**src/rtl/systolic_pkg.sv**
```systemverilog
// Shared definitions for the systolic array front end: the mode codes broadcast
// to every PE and the state encoding of the row feeder sequencer.
package systolic_pkg;

    localparam logic [1:0] MODE_IDLE       = 2'b00;
    localparam logic [1:0] MODE_WS_LOAD    = 2'b01;
    localparam logic [1:0] MODE_OS         = 2'b10;
    localparam logic [1:0] MODE_WS_COMPUTE = 2'b11;

    typedef enum logic [2:0] {
        ST_IDLE   = 3'd0,
        ST_CLR    = 3'd1,
        ST_LOAD   = 3'd2,
        ST_STREAM = 3'd3,
        ST_DRAIN  = 3'd4
    } feeder_state_t;

    // Compute code that goes with the dataflow the job was started in.
    function automatic logic [1:0] compute_mode(input logic os);
        return os ? MODE_OS : MODE_WS_COMPUTE;
    endfunction

endpackage

```
**src/rtl/skew_line.sv**
```systemverilog
// Advance-gated delay line of DEPTH registers; DEPTH=0 is a plain wire.
// clear and rst both zero the whole line.
module skew_line #(
    parameter int DATA_WIDTH = 8,
    parameter int DEPTH      = 0
) (
    input  logic                  clk,
    input  logic                  rst,
    input  logic                  advance,
    input  logic                  clear,
    input  logic [DATA_WIDTH-1:0] in_data,
    output logic [DATA_WIDTH-1:0] out_data
);

    generate
        if (DEPTH == 0) begin : g_pass
            logic unused_pass;
            assign unused_pass = &{1'b0, clk, rst, advance, clear};
            assign out_data    = in_data;
        end else begin : g_line
            logic [DATA_WIDTH-1:0] stage_reg [DEPTH];

            always_ff @(posedge clk) begin
                if (rst || clear) begin
                    stage_reg[0] <= '0;
                end else if (advance) begin
                    stage_reg[0] <= in_data;
                end
            end

            for (genvar gi = 1; gi < DEPTH; gi++) begin : g_stage
                always_ff @(posedge clk) begin
                    if (rst || clear) begin
                        stage_reg[gi] <= '0;
                    end else if (advance) begin
                        stage_reg[gi] <= stage_reg[gi-1];
                    end
                end
            end

            assign out_data = stage_reg[DEPTH-1];
        end
    endgenerate

endmodule

```
**src/rtl/systolic_row_feeder.sv**
```systemverilog
// Edge feeder for the WS/OS systolic array: loads weights, skews activations,
// drains the array. Optional stall counter output when FEEDER_STALL_CNT_EN is defined.
module systolic_row_feeder
    import systolic_pkg::*;
#(
    parameter int DATA_WIDTH = 8,
    parameter int ROWS       = 4,
    parameter int COLS       = 4,
    parameter int MAX_VECS   = 256,
    localparam int VW        = $clog2(MAX_VECS + 1)
) (
    input  logic                       clk,
    input  logic                       rst,
    input  logic                       start,
    input  logic                       cfg_os,
    input  logic [VW-1:0]              cfg_nvec,
    input  logic                       w_valid,
    output logic                       w_ready,
    input  logic [COLS*DATA_WIDTH-1:0] w_data,
    input  logic                       a_valid,
    output logic                       a_ready,
    input  logic [ROWS*DATA_WIDTH-1:0] a_data,
    output logic [ROWS*DATA_WIDTH-1:0] row_data,
    output logic [COLS*DATA_WIDTH-1:0] col_weight,
    output logic [1:0]                 mode_ctrl,
    output logic                       weight_clr,
    output logic                       busy,
`ifdef FEEDER_STALL_CNT_EN
    output logic [31:0]                stall_cnt,
`endif
    output logic                       done
);

    localparam int DRAIN_LEN = ROWS - 1 + COLS;
    localparam int BW        = $clog2(ROWS + 1);
    localparam int DCW       = $clog2(DRAIN_LEN + 1);
    localparam logic [BW-1:0]  LAST_BEAT  = BW'(ROWS - 1);
    localparam logic [DCW-1:0] DRAIN_LAST = DCW'(DRAIN_LEN - 1);
    localparam logic           DRAIN_ONE  = (DRAIN_LEN == 1);

    feeder_state_t  state_reg;
    logic           os_reg;
    logic [VW-1:0]  nvec_reg;
    logic [VW-1:0]  vec_cnt_reg;
    logic [BW-1:0]  beat_cnt_reg;
    logic [DCW-1:0] drain_cnt_reg;
    logic           done_reg;

    logic           w_accept;
    logic           a_accept;
    logic           skew_advance;
    logic           skew_clear;
    logic [VW-1:0]  vec_cnt_inc;
    logic [DCW-1:0] drain_cnt_inc;

    assign w_accept      = (state_reg == ST_LOAD) && w_valid;
    assign a_accept      = (state_reg == ST_STREAM) && a_valid;
    assign skew_advance  = a_accept || (state_reg == ST_DRAIN);
    assign skew_clear    = (state_reg == ST_CLR);
    assign vec_cnt_inc   = vec_cnt_reg + 1'b1;
    assign drain_cnt_inc = drain_cnt_reg + 1'b1;

    always_ff @(posedge clk) begin
        if (rst) begin
            state_reg     <= ST_IDLE;
            os_reg        <= 1'b0;
            nvec_reg      <= '0;
            vec_cnt_reg   <= '0;
            beat_cnt_reg  <= '0;
            drain_cnt_reg <= '0;
            done_reg      <= 1'b0;
        end else begin
            done_reg <= 1'b0;
            case (state_reg)
                ST_IDLE: begin
                    if (start) begin
                        os_reg    <= cfg_os;
                        nvec_reg  <= cfg_nvec;
                        state_reg <= ST_CLR;
                    end
                end
                ST_CLR: begin
                    vec_cnt_reg   <= '0;
                    beat_cnt_reg  <= '0;
                    drain_cnt_reg <= '0;
                    if (!os_reg) begin
                        state_reg <= ST_LOAD;
                    end else if (nvec_reg == '0) begin
                        state_reg <= ST_DRAIN;
                        done_reg  <= DRAIN_ONE;
                    end else begin
                        state_reg <= ST_STREAM;
                    end
                end
                ST_LOAD: begin
                    if (w_accept) begin
                        if (beat_cnt_reg == LAST_BEAT) begin
                            if (nvec_reg == '0) begin
                                state_reg <= ST_DRAIN;
                                done_reg  <= DRAIN_ONE;
                            end else begin
                                state_reg <= ST_STREAM;
                            end
                        end else begin
                            beat_cnt_reg <= beat_cnt_reg + 1'b1;
                        end
                    end
                end
                ST_STREAM: begin
                    if (a_accept) begin
                        vec_cnt_reg <= vec_cnt_inc;
                        if (vec_cnt_inc == nvec_reg) begin
                            state_reg <= ST_DRAIN;
                            done_reg  <= DRAIN_ONE;
                        end
                    end
                end
                ST_DRAIN: begin
                    // done is raised during the final drain cycle, so look one ahead.
                    if (drain_cnt_reg == DRAIN_LAST) begin
                        state_reg <= ST_IDLE;
                    end else begin
                        drain_cnt_reg <= drain_cnt_inc;
                        done_reg      <= (drain_cnt_inc == DRAIN_LAST);
                    end
                end
                default: state_reg <= ST_IDLE;
            endcase
        end
    end

    always_comb begin
        mode_ctrl = MODE_IDLE;
        case (state_reg)
            ST_LOAD:   if (w_accept) mode_ctrl = MODE_WS_LOAD;
            ST_STREAM: if (a_accept) mode_ctrl = compute_mode(os_reg);
            ST_DRAIN:  mode_ctrl = compute_mode(os_reg);
            default:   mode_ctrl = MODE_IDLE;
        endcase
    end

    assign col_weight = w_accept ? w_data : '0;
    assign weight_clr = (state_reg == ST_CLR);
    assign w_ready    = (state_reg == ST_LOAD);
    assign a_ready    = (state_reg == ST_STREAM);
    assign busy       = (state_reg != ST_IDLE);
    assign done       = done_reg;

    generate
        for (genvar gi = 0; gi < ROWS; gi++) begin : g_row
            logic [DATA_WIDTH-1:0] lane_in;
            assign lane_in = a_accept ? a_data[gi*DATA_WIDTH +: DATA_WIDTH] : '0;

            skew_line #(
                .DATA_WIDTH (DATA_WIDTH),
                .DEPTH      (gi)
            ) u_skew (
                .clk      (clk),
                .rst      (rst),
                .advance  (skew_advance),
                .clear    (skew_clear),
                .in_data  (lane_in),
                .out_data (row_data[gi*DATA_WIDTH +: DATA_WIDTH])
            );
        end
    endgenerate

`ifdef FEEDER_STALL_CNT_EN
    logic [31:0] stall_cnt_reg;
    logic        stall_cycle;

    assign stall_cycle = ((state_reg == ST_LOAD) || (state_reg == ST_STREAM))
                         && (mode_ctrl == MODE_IDLE);

    always_ff @(posedge clk) begin
        if (rst || (state_reg == ST_CLR)) begin
            stall_cnt_reg <= '0;
        end else if (stall_cycle && (stall_cnt_reg != '1)) begin
            stall_cnt_reg <= stall_cnt_reg + 1'b1;
        end
    end

    assign stall_cnt = stall_cnt_reg;
`endif

endmodule
```
**config.mk**
```make
export PLATFORM = sky130hd
export DESIGN_NAME = systolic_row_feeder
export DESIGN_NICKNAME = d
export VERILOG_FILES = /design/src/rtl/systolic_pkg.sv /design/src/rtl/skew_line.sv /design/src/rtl/systolic_row_feeder.sv
export SDC_FILE = /design/constraint.sdc
export NUM_CORES = 1
export LEC_CHECK = 0
export CORE_ASPECT_RATIO = 0.5
export CORE_UTILIZATION = 30
export CTS_CLUSTER_DIAMETER = 40
export DETAILED_ROUTE_END_ITERATION = 16
export GPL_TIMING_DRIVEN = 0
export HOLD_SLACK_MARGIN = 0.08
export PLACE_DENSITY = 0.64
export SLEW_MARGIN = 15
export SYNTH_ARGS = -nofsm -noshare
export SYNTH_HDL_FRONTEND = slang
export SYNTH_SLANG_ARGS = --single-unit
```
**constraint.sdc**
```tcl
create_clock -name clk -period 7.1 [get_ports clk]
set_input_delay 1.42 -clock clk [delete_from_list [all_inputs] [get_ports clk]]
set_output_delay 1.42 -clock clk [all_outputs]
set_load 0.02 [all_outputs]
```
==> results_dict.tcl, run 1 <==
set metrics [dict create \
    fmax_ghz 0.195 \
    synth_seq_area_share_pct 52.7 \
    crit_arrival_ns 3.71 \
    totalWireLength_microns 9290 \
    grt_max_degree 26 \
    avgSynthCellArea_sq_um 10.2 \
    seq_power_share_pct 37.7 \
    crit_fanout 10 \
    hold_path.class "reg -> reg" \
    antenna_found_initial 0 \
    drcViolationCount 0 \
    tns_ns 0 \
    path_class "in -> out" \
    setup_viol 0 \
    clkTransAtPathRegs_ns 0.06 \
    grt-ovfl-total 0 \
    cts_num_sinks 77 \
    dp_hpwl_microns 7140 \
    period_needed_ns 5.13 \
    place_inst 692 \
    nets 623 \
    initial_utilization_pct 31.6 \
    h-tree-depth 3 \
    reg2reg_depth 6 \
    routedWlPerCell_microns 13.1 \
    portBuffers 149 \
    sw_frac_of_total_pct 32.3 \
    place_congestion 0.829 \
    dieHeight_microns 82.0 \
    holdWs_ns 0.487 \
    slew_violations 0 \
    syn-num-nets 462 \
    dr.pass1.iters 4 \
    synth_edf_count 48 \
    vias_per_cell 4.50 \
    ant_nets 0 \
    synthArstFlopShare_pct 0 \
    core_area_sq_um 12100 \
    num_rows 28 \
    end_kind "primary output" \
    dieArea_sq_um 13300 \
    largest_reg_flops 48 \
    vias 3185 \
    die_x_microns 162 \
    start_kind "input port" \
    p_clk_share_pct 27.4 \
    cts_resized 0 \
    whs_path_depth 2 \
    netlist_instances 377 \
    drt_iter0_markers 166 \
    synthToLayoutAreaGrowth_pct 53.0 \
    synthFlopType "edfxtp_1" \
    cp.required_ns 5.68 \
    slew_headroom_pct 56.5 \
    cts_hold_buf 0 \
    cts_tree "yes" \
    num-fill-cells 1146 \
    fin_crit_sh_pct 72.3 \
    p_int_w 0.00115 \
    finalPower_w 0.00170 \
    cellPowerDensity_nw_per_um2 289 \
    maxCapViolations 0 \
    grt_pass1_wl_microns 14100 \
    tightest_slew_ns 0.652 \
    cts_made_buffers 9 \
    antenna_cells 0 \
    postCtsSetupBuffers 0 \
    drive_gt1_share_pct 6.63 \
    rrSetupSlack_ns 4.46 \
    synth_area_sq_um 3840 \
    cts_buffer_depth 2 \
    rsz0062_at_grt "no" \
    peakVddDrop_mv 0.146 \
    finalHoldViolCount 0 \
    io_pins 150 \
    track_usage_pct 13.7 \
    synth_seq_cells 77 \
    comb_power_share_pct 34.9 \
    power.leakage_nw 2.31 \
    synth_cell_types 52 \
    outcome "complete, no violations" \
    grt_pass1_vias 2792 \
    synth_warnings 0 \
    skew_ns 0.00431 \
    insertion_delay_ns 0.33 \
    power_switching_w 0.000547 \
    finalNonFillerCells 708 \
    cts-root-buf "clkbuf_16" \
]
[area by class of cell]
class	count	area, sq um	area share [%]
sequential	77	2020	34.4
multi-input combinational	268	1680	28.6
timing repair buffer	150	1520	25.9
clock buffer	9	225	3.84
tap	165	206	3.52
buffer	24	109	1.85
clock inverter	7	82.6	1.41
inverter	8	30.0	0.512
[layer usage]
metal,GRT usage [%],share of wire [%],vias up
li1,-,-,1658
met1,18.7,48,1466
met2,21.6,47,51
met3,2.83,3.0,10
met4,5.00,1.2,0
met5,0,0,-
[through the flow]
stage | worst slack (ns) | instance area [sq um] | utilization [%]
floorplan | 3.27 | 3840 | -
global placement | 2.01 | 5530 | 45.7
detailed placement | 1.98 | 5560 | 45.9
CTS | 1.96 | 5870 | 48.4
global route | 1.85 | 5870 | 48.4
finish | 1.97 | 5870 | 48.4
[synth_stat cells, drive strengths merged, types with 4 or more instances]
| cell | n | area, sq um |
|---|---|---|
| and2 | 59 | 369 |
| edfxtp | 48 | 1440 |
| and3 | 36 | 225 |
| nand2 | 31 | 119 |
| dfxtp | 29 | 581 |
| a21oi | 23 | 115 |
| nor2 | 23 | 86.3 |
| clkbuf | 19 | 75.1 |
| nand3 | 13 | 65.1 |
| xnor2 | 10 | 87.6 |
| o21ai | 9 | 45.0 |
| inv | 8 | 30.0 |
| ha | 6 | 75.1 |
| nor3 | 6 | 35.0 |
| buf | 5 | 33.8 |
| a22oi | 4 | 30.0 |
| a311oi | 4 | 35.0 |
| a31oi | 4 | 25.0 |
| xor2 | 4 | 35.0 |
[layout by cell type (no fill, tap or decap), drive strengths merged, types with 4 or more instances in the layout]
cell,instances
ha,6
nor2,23
o21ai,9
and3,36
buf,6
clkbuf,28
xnor2,10
a31oi,4
nand3,13
a21oi,23
and2,59
a311oi,4
dfxtp,29
inv,11
nand2,31
nor3,6
xor2,4
a22oi,4
edfxtp,48
clkdlybuf4s50,149
[kinds of logic (layout without fill, tap and decap cells)]
logic type / count (synthesis) / count (layout) / synth area share, %
adder cells (fa/ha/maj): 6 / 6 / 1.96
XOR/XNOR: 14 / 14 / 3.20
multiplexers: 2 / 2 / 0.522
flip-flops: 77 / 77 / 52.7
AO/OA/AOI/OAI: 58 / 58 / 9.62
buffers and inverters: 32 / 198 / 3.62
AND/OR/NAND/NOR: 188 / 188 / 28.4
[power by group through the flow]
stage | registers (W) | logic [W] | clock network [W]
after floorplan | 0.000701 | 0.000278 | 0
after global placement | 0.000651 | 0.000580 | 0
after detailed placement | 0.000649 | 0.000594 | 0
after CTS | 0.000640 | 0.000597 | 0.000479
after global routing | 0.000652 | 0.000639 | 0.000497
final | 0.000639 | 0.000593 | 0.000465
[worst paths after layout]
check / from / end
worst max-delay path: a_valid / row_data[4]
worst min-delay path: nvec_reg[1] / nvec_reg[1]
worst max register to register: state_reg[2] / g_row[3].u_skew.g_line.stage_reg[1][3]
worst min register to register: nvec_reg[1] / nvec_reg[1]
[worst max-delay path, stage by stage]
cell and delay [ns]:
clkdlybuf4s50_1 0.56, and4b_1 0.23, clkbuf_1 0.37, clkbuf_1 0.34, and2_1 0.18, clkdlybuf4s50_1 0.60
No activity file was read; power rests on OpenSTA's default activity.
==> run 2: changes to the inputs <==
PLACE_DENSITY = 0.66   (was 0.64)
clock period = 4.6 ns   (was 7.1 ns; I/O delays follow)
==> run 2 against run 1 <==
  * Sequential cell count unchanged
  * Power rose by 60%
  * Sequential power is 54% higher
  * Clock power is 75% higher
  * Final cell count unchanged
  * Design area rose by 0.68%
  * Worst setup slack got worse by 1.4 ns
  * Count of clock-buffer cells in the layout unchanged
  * Via count shrank 0.47%
  * Register-to-register slack lost 2.4 ns
  * First-iteration DRC count increased by 5.4%
  * Global-route usage shrank 0.073 points
  * Critical path type unchanged
  * Critical endpoint is now row_data[2]
==> results_dict.tcl, run 2 (synthesis gave the netlist of run 1 again) <==
set metrics [dict create \
    slowest_delay_ns 0.62 \
    slew_headroom_pct 56.9 \
    crit_arrival_ns 3.13 \
    grt_pass1_vias 2704 \
    cts_made_buffers 9 \
    period_needed_ns 4.05 \
    postCtsSetupBuffers 0 \
    largest_reg_flops 48 \
    vias_per_cell 4.48 \
    cts_num_sinks 77 \
    num_rows 28 \
    cts_tree "yes" \
    maxCapViolations 0 \
    cp_slowest_cell "clkdlybuf4s50_1" \
    drt_iter0_markers 175 \
    final_cell_mix "clkdlybuf4s50_1, and2_1, edfxtp_1" \
    fmax_ghz 0.247 \
    grt_max_degree 26 \
    portBuffers 149 \
    insertion_delay_ns 0.33 \
    cp.required_ns 3.68 \
    layout_commonest_cell "clkdlybuf4s50_1" \
    place_congestion 0.802 \
    core_area_sq_um 12100 \
    die_x_microns 162 \
    cts_resized 0 \
    fin_util_pct 48.8 \
    routedWlPerCell_microns 13.2 \
    vias 3170 \
    crit_fanout 10 \
    fin_crit_sh_pct 88.2 \
    tns_ns 0 \
    ant_nets 0 \
    cts-root-buf "clkbuf_16" \
    skew_ns 0.00564 \
    cts_hold_buf 0 \
    antenna_cells 0 \
    power.leakage_nw 2.33 \
    h-tree-depth 3 \
    grt-ovfl-total 0 \
    start_kind "input port" \
    tightest_slew_ns 0.646 \
    grt_pass1_wl_microns 14000 \
    cp-startpoint "a_valid" \
    initial_utilization_pct 31.6 \
    clkTransAtPathRegs_ns 0.06 \
    synthToLayoutAreaGrowth_pct 54.1 \
    finalHoldViolCount 0 \
    dieArea_sq_um 13300 \
    rrSetupSlack_ns 2.02 \
    peakVddDrop_mv 0.208 \
    finalPower_w 0.00272 \
    r2r-start "state_reg[2]" \
    hold_path.class "reg -> reg" \
    io_pins 150 \
    end_kind "primary output" \
    rsz0062_at_grt "no" \
    cp_cell_sequence "clkdlybuf4s50_1 -> and4b_1 -> clkbuf_1 -> clkbuf_1 -> and2_1 -> clkdlybuf4s50_1" \
    nets 623 \
    slew_violations 0 \
    cts_buffer_depth 2 \
    holdWs_ns 0.494 \
    drive_gt1_share_pct 6.45 \
    path_class "in -> out" \
    drcViolationCount 0 \
    hold_start "nvec_reg[1]" \
    dp_hpwl_microns 7060 \
    outcome "complete, no violations" \
    totalWireLength_microns 9370 \
    setup_viol 0 \
    track_usage_pct 13.6 \
    antenna_found_initial 0 \
    cellPowerDensity_nw_per_um2 460 \
    dieHeight_microns 82.0 \
    dr.pass1.iters 4 \
]
-- run 2: cell count changes in the layout (fill, tap and decap cells not counted) --
cell / change
bufinv_16: +2
clkinv_1: +1
clkinv_4: +1
clkinvlp_4: -2
inv_6: -2
-- run 2: final cells by class --
type,instances,area (sq um)
clock inverter,7,123
timing repair buffer,150,1520
sequential,77,2020
multi-input combinational,268,1680
clock buffer,9,225
tap,165,206
inverter,8,30.0
buffer,24,109
fill,1162,6210
-- run 2: final timing paths --
| path | endpoint | cells after the start |
|---|---|---|
| min reg2reg | nvec_reg[1] | 2 |
| max | row_data[2] | 6 |
| max reg2reg | g_row[3].u_skew.g_line.stage_reg[2][4] | 6 |
| min | nvec_reg[1] | 2 |
-- run 2: report_power, final --
part | switching (W) | total, W | leakage, nW | internal (W)
Clock | 0.000283 | 0.000816 | 0.169 | 0.000534
Sequential | 0.0000595 | 0.000985 | 0.745 | 0.000926
Combinational | 0.000495 | 0.000915 | 1.42 | 0.000420
-- run 2: layer usage --
metal | up-vias | GRT usage, % | wire length [microns]
met2 | 52 | 22.1 | 4640
met5 | - | 0 | 0
met4 | 0 | 4.25 | 63
li1 | 1661 | - | -
met1 | 1453 | 18.3 | 4420
met3 | 4 | 2.88 | 253
-- run 2: critical path: cells and delay by family --
kind / cells / cell delay [ns]
and+or+nand+nor: 2 / 0.40
buffers and inverters: 4 / 1.81
-- run 2: stage by stage --
stage,cells,setup slack [ns],area [sq um]
floorplan,377,1.48,3840
global placement,691,0.405,5530
detailed placement,692,0.484,5560
CTS,708,0.475,5910
global route,708,0.359,5910
finish,708,0.545,5910
==> run 3: changes to the inputs <==
CORE_ASPECT_RATIO = unset   (was 0.5)
HOLD_SLACK_MARGIN = unset   (was 0.08)
==> run 3 against run 2 <==
  * Critical path depth stayed put
  * Largest cell class unchanged
  * Design area is 0.44% lower
  * Sequential cell count stayed put
  * Clock power is 5.9% lower
  * Highest routed layer unchanged
  * Critical path type unchanged
  * Power is 1.9% lower
==> results_dict.tcl, run 3 (synthesis gave the netlist of run 1 again) <==
set metrics [dict create \
    outcome "complete, no violations" \
    path_class "in -> out" \
    core_area_sq_um 12300 \
    tightest_slew_ns 0.570 \
    final_cell_mix "clkdlybuf4s50_1, and2_1, edfxtp_1" \
    tns_ns 0 \
    num_rows 40 \
    maxCapViolations 0 \
    cts_made_buffers 9 \
    crit_fanout 10 \
    cellPowerDensity_nw_per_um2 453 \
    insertion_delay_ns 0.33 \
    nets 623 \
    grt-ovfl-total 0 \
    die_x_microns 115 \
    finalHoldViolCount 0 \
    rrSetupSlack_ns 2.10 \
    num-fill-cells 1123 \
    portBuffers 149 \
    finalPower_w 0.00266 \
    power.leakage_nw 2.31 \
    peakVddDrop_mv 0.217 \
    drt_iter0_markers 177 \
    dp_hpwl_microns 7330 \
    grt_max_degree 32 \
    fmax_ghz 0.249 \
    cts_tree "yes" \
    track_usage_pct 14.9 \
    io_pins 150 \
    dieHeight_microns 115 \
    largest_reg_flops 48 \
    clkTransAtPathRegs_ns 0.06 \
    ant_nets 0 \
    highest_layer "met4" \
    slew_headroom_pct 62.0 \
    slew_violations 0 \
    wl_met3_microns 552 \
    antenna_cells 0 \
    dieArea_sq_um 13200 \
    antenna_found_initial 0 \
    cts_num_sinks 77 \
    cts-root-buf "clkbuf_16" \
    vias 3306 \
    dr.pass1.iters 4 \
    h-tree-depth 3 \
    period_needed_ns 4.01 \
    place_congestion 0.850 \
    initial_utilization_pct 31.3 \
    vias_per_cell 4.65 \
    rsz0062_at_grt "no" \
    wl_met1_microns 4350 \
    grt_pass1_wl_microns 15300 \
    fin_crit_sh_pct 87.2 \
    setup_viol 0 \
    synthToLayoutAreaGrowth_pct 53.4 \
    cp.required_ns 3.68 \
    cts_resized 0 \
    drcViolationCount 0 \
    totalWireLength_microns 9630 \
    grt_pass1_vias 3102 \
    drive_gt1_share_pct 6.45 \
    layout_commonest_cell "clkdlybuf4s50_1" \
    dr_wl_met2_microns 4670 \
    skew_ns 0.00485 \
    crit_arrival_ns 3.09 \
    hold_path.class "reg -> reg" \
    cts_hold_buf 0 \
    cts_buffer_depth 2 \
    start_kind "input port" \
    postCtsSetupBuffers 0 \
    routedWlPerCell_microns 13.5 \
    end_kind "primary output" \
    holdWs_ns 0.496 \
]
-- run 3: path summary, 6_finish.rpt --
check                     from                                      to  cells past startpoint
hold reg to reg    nvec_reg[1]                             nvec_reg[1]                      2
hold / removal     nvec_reg[1]                             nvec_reg[1]                      2
setup reg to reg  state_reg[2]  g_row[2].u_skew.g_line.stage_reg[1][0]                      6
setup / recovery       a_valid                             row_data[1]                      6
-- run 3: cell type report --
class                           instances  area, sq um  share of cell area [%]
Clock buffer                           10          229                    3.89
Buffer                                 24          109                    1.85
Inverter                                8         30.0                   0.510
Tap cell                              168          210                    3.57
Sequential cell                        77         2020                    34.4
Clock inverter                          6         96.3                    1.64
Multi-Input combinational cell        268         1680                    28.5
Timing Repair Buffer                  150         1510                    25.7
-- run 3: power by group --
group,leakage [nW],switching (W),internal (W)
logic,1.41,0.000492,0.000416
clock network,0.155,0.000287,0.000481
registers,0.745,0.0000619,0.000925
-- run 3: critical path, stage by stage --
cell	delay [ns]
clkdlybuf4s50_1	0.54
and4b_1	0.21
clkbuf_1	0.27
clkbuf_1	0.34
and2_1	0.19
clkdlybuf4s50_1	0.60
-- run 3: routing by layer --
| metal | vias to the layer above | track usage (%) |
|---|---|---|
| li1 | 1663 | - |
| met1 | 1536 | 19.0 |
| met2 | 101 | 25.1 |
| met3 | 6 | 3.58 |
| met4 | 0 | 4.42 |
| met5 | - | 0 |
-- run 3: stage by stage --
stage | instance area, sq um | setup WS, ns | util, % | cells
detailed placement | 5560 | 0.582 | 45.3 | 695
finish | 5880 | 0.589 | 48.0 | 711
global route | 5880 | 0.420 | 48.0 | 711
floorplan | 3840 | 1.48 | - | 377
CTS | 5880 | 0.573 | 48.0 | 711
global placement | 5540 | 0.532 | 45.2 | 694
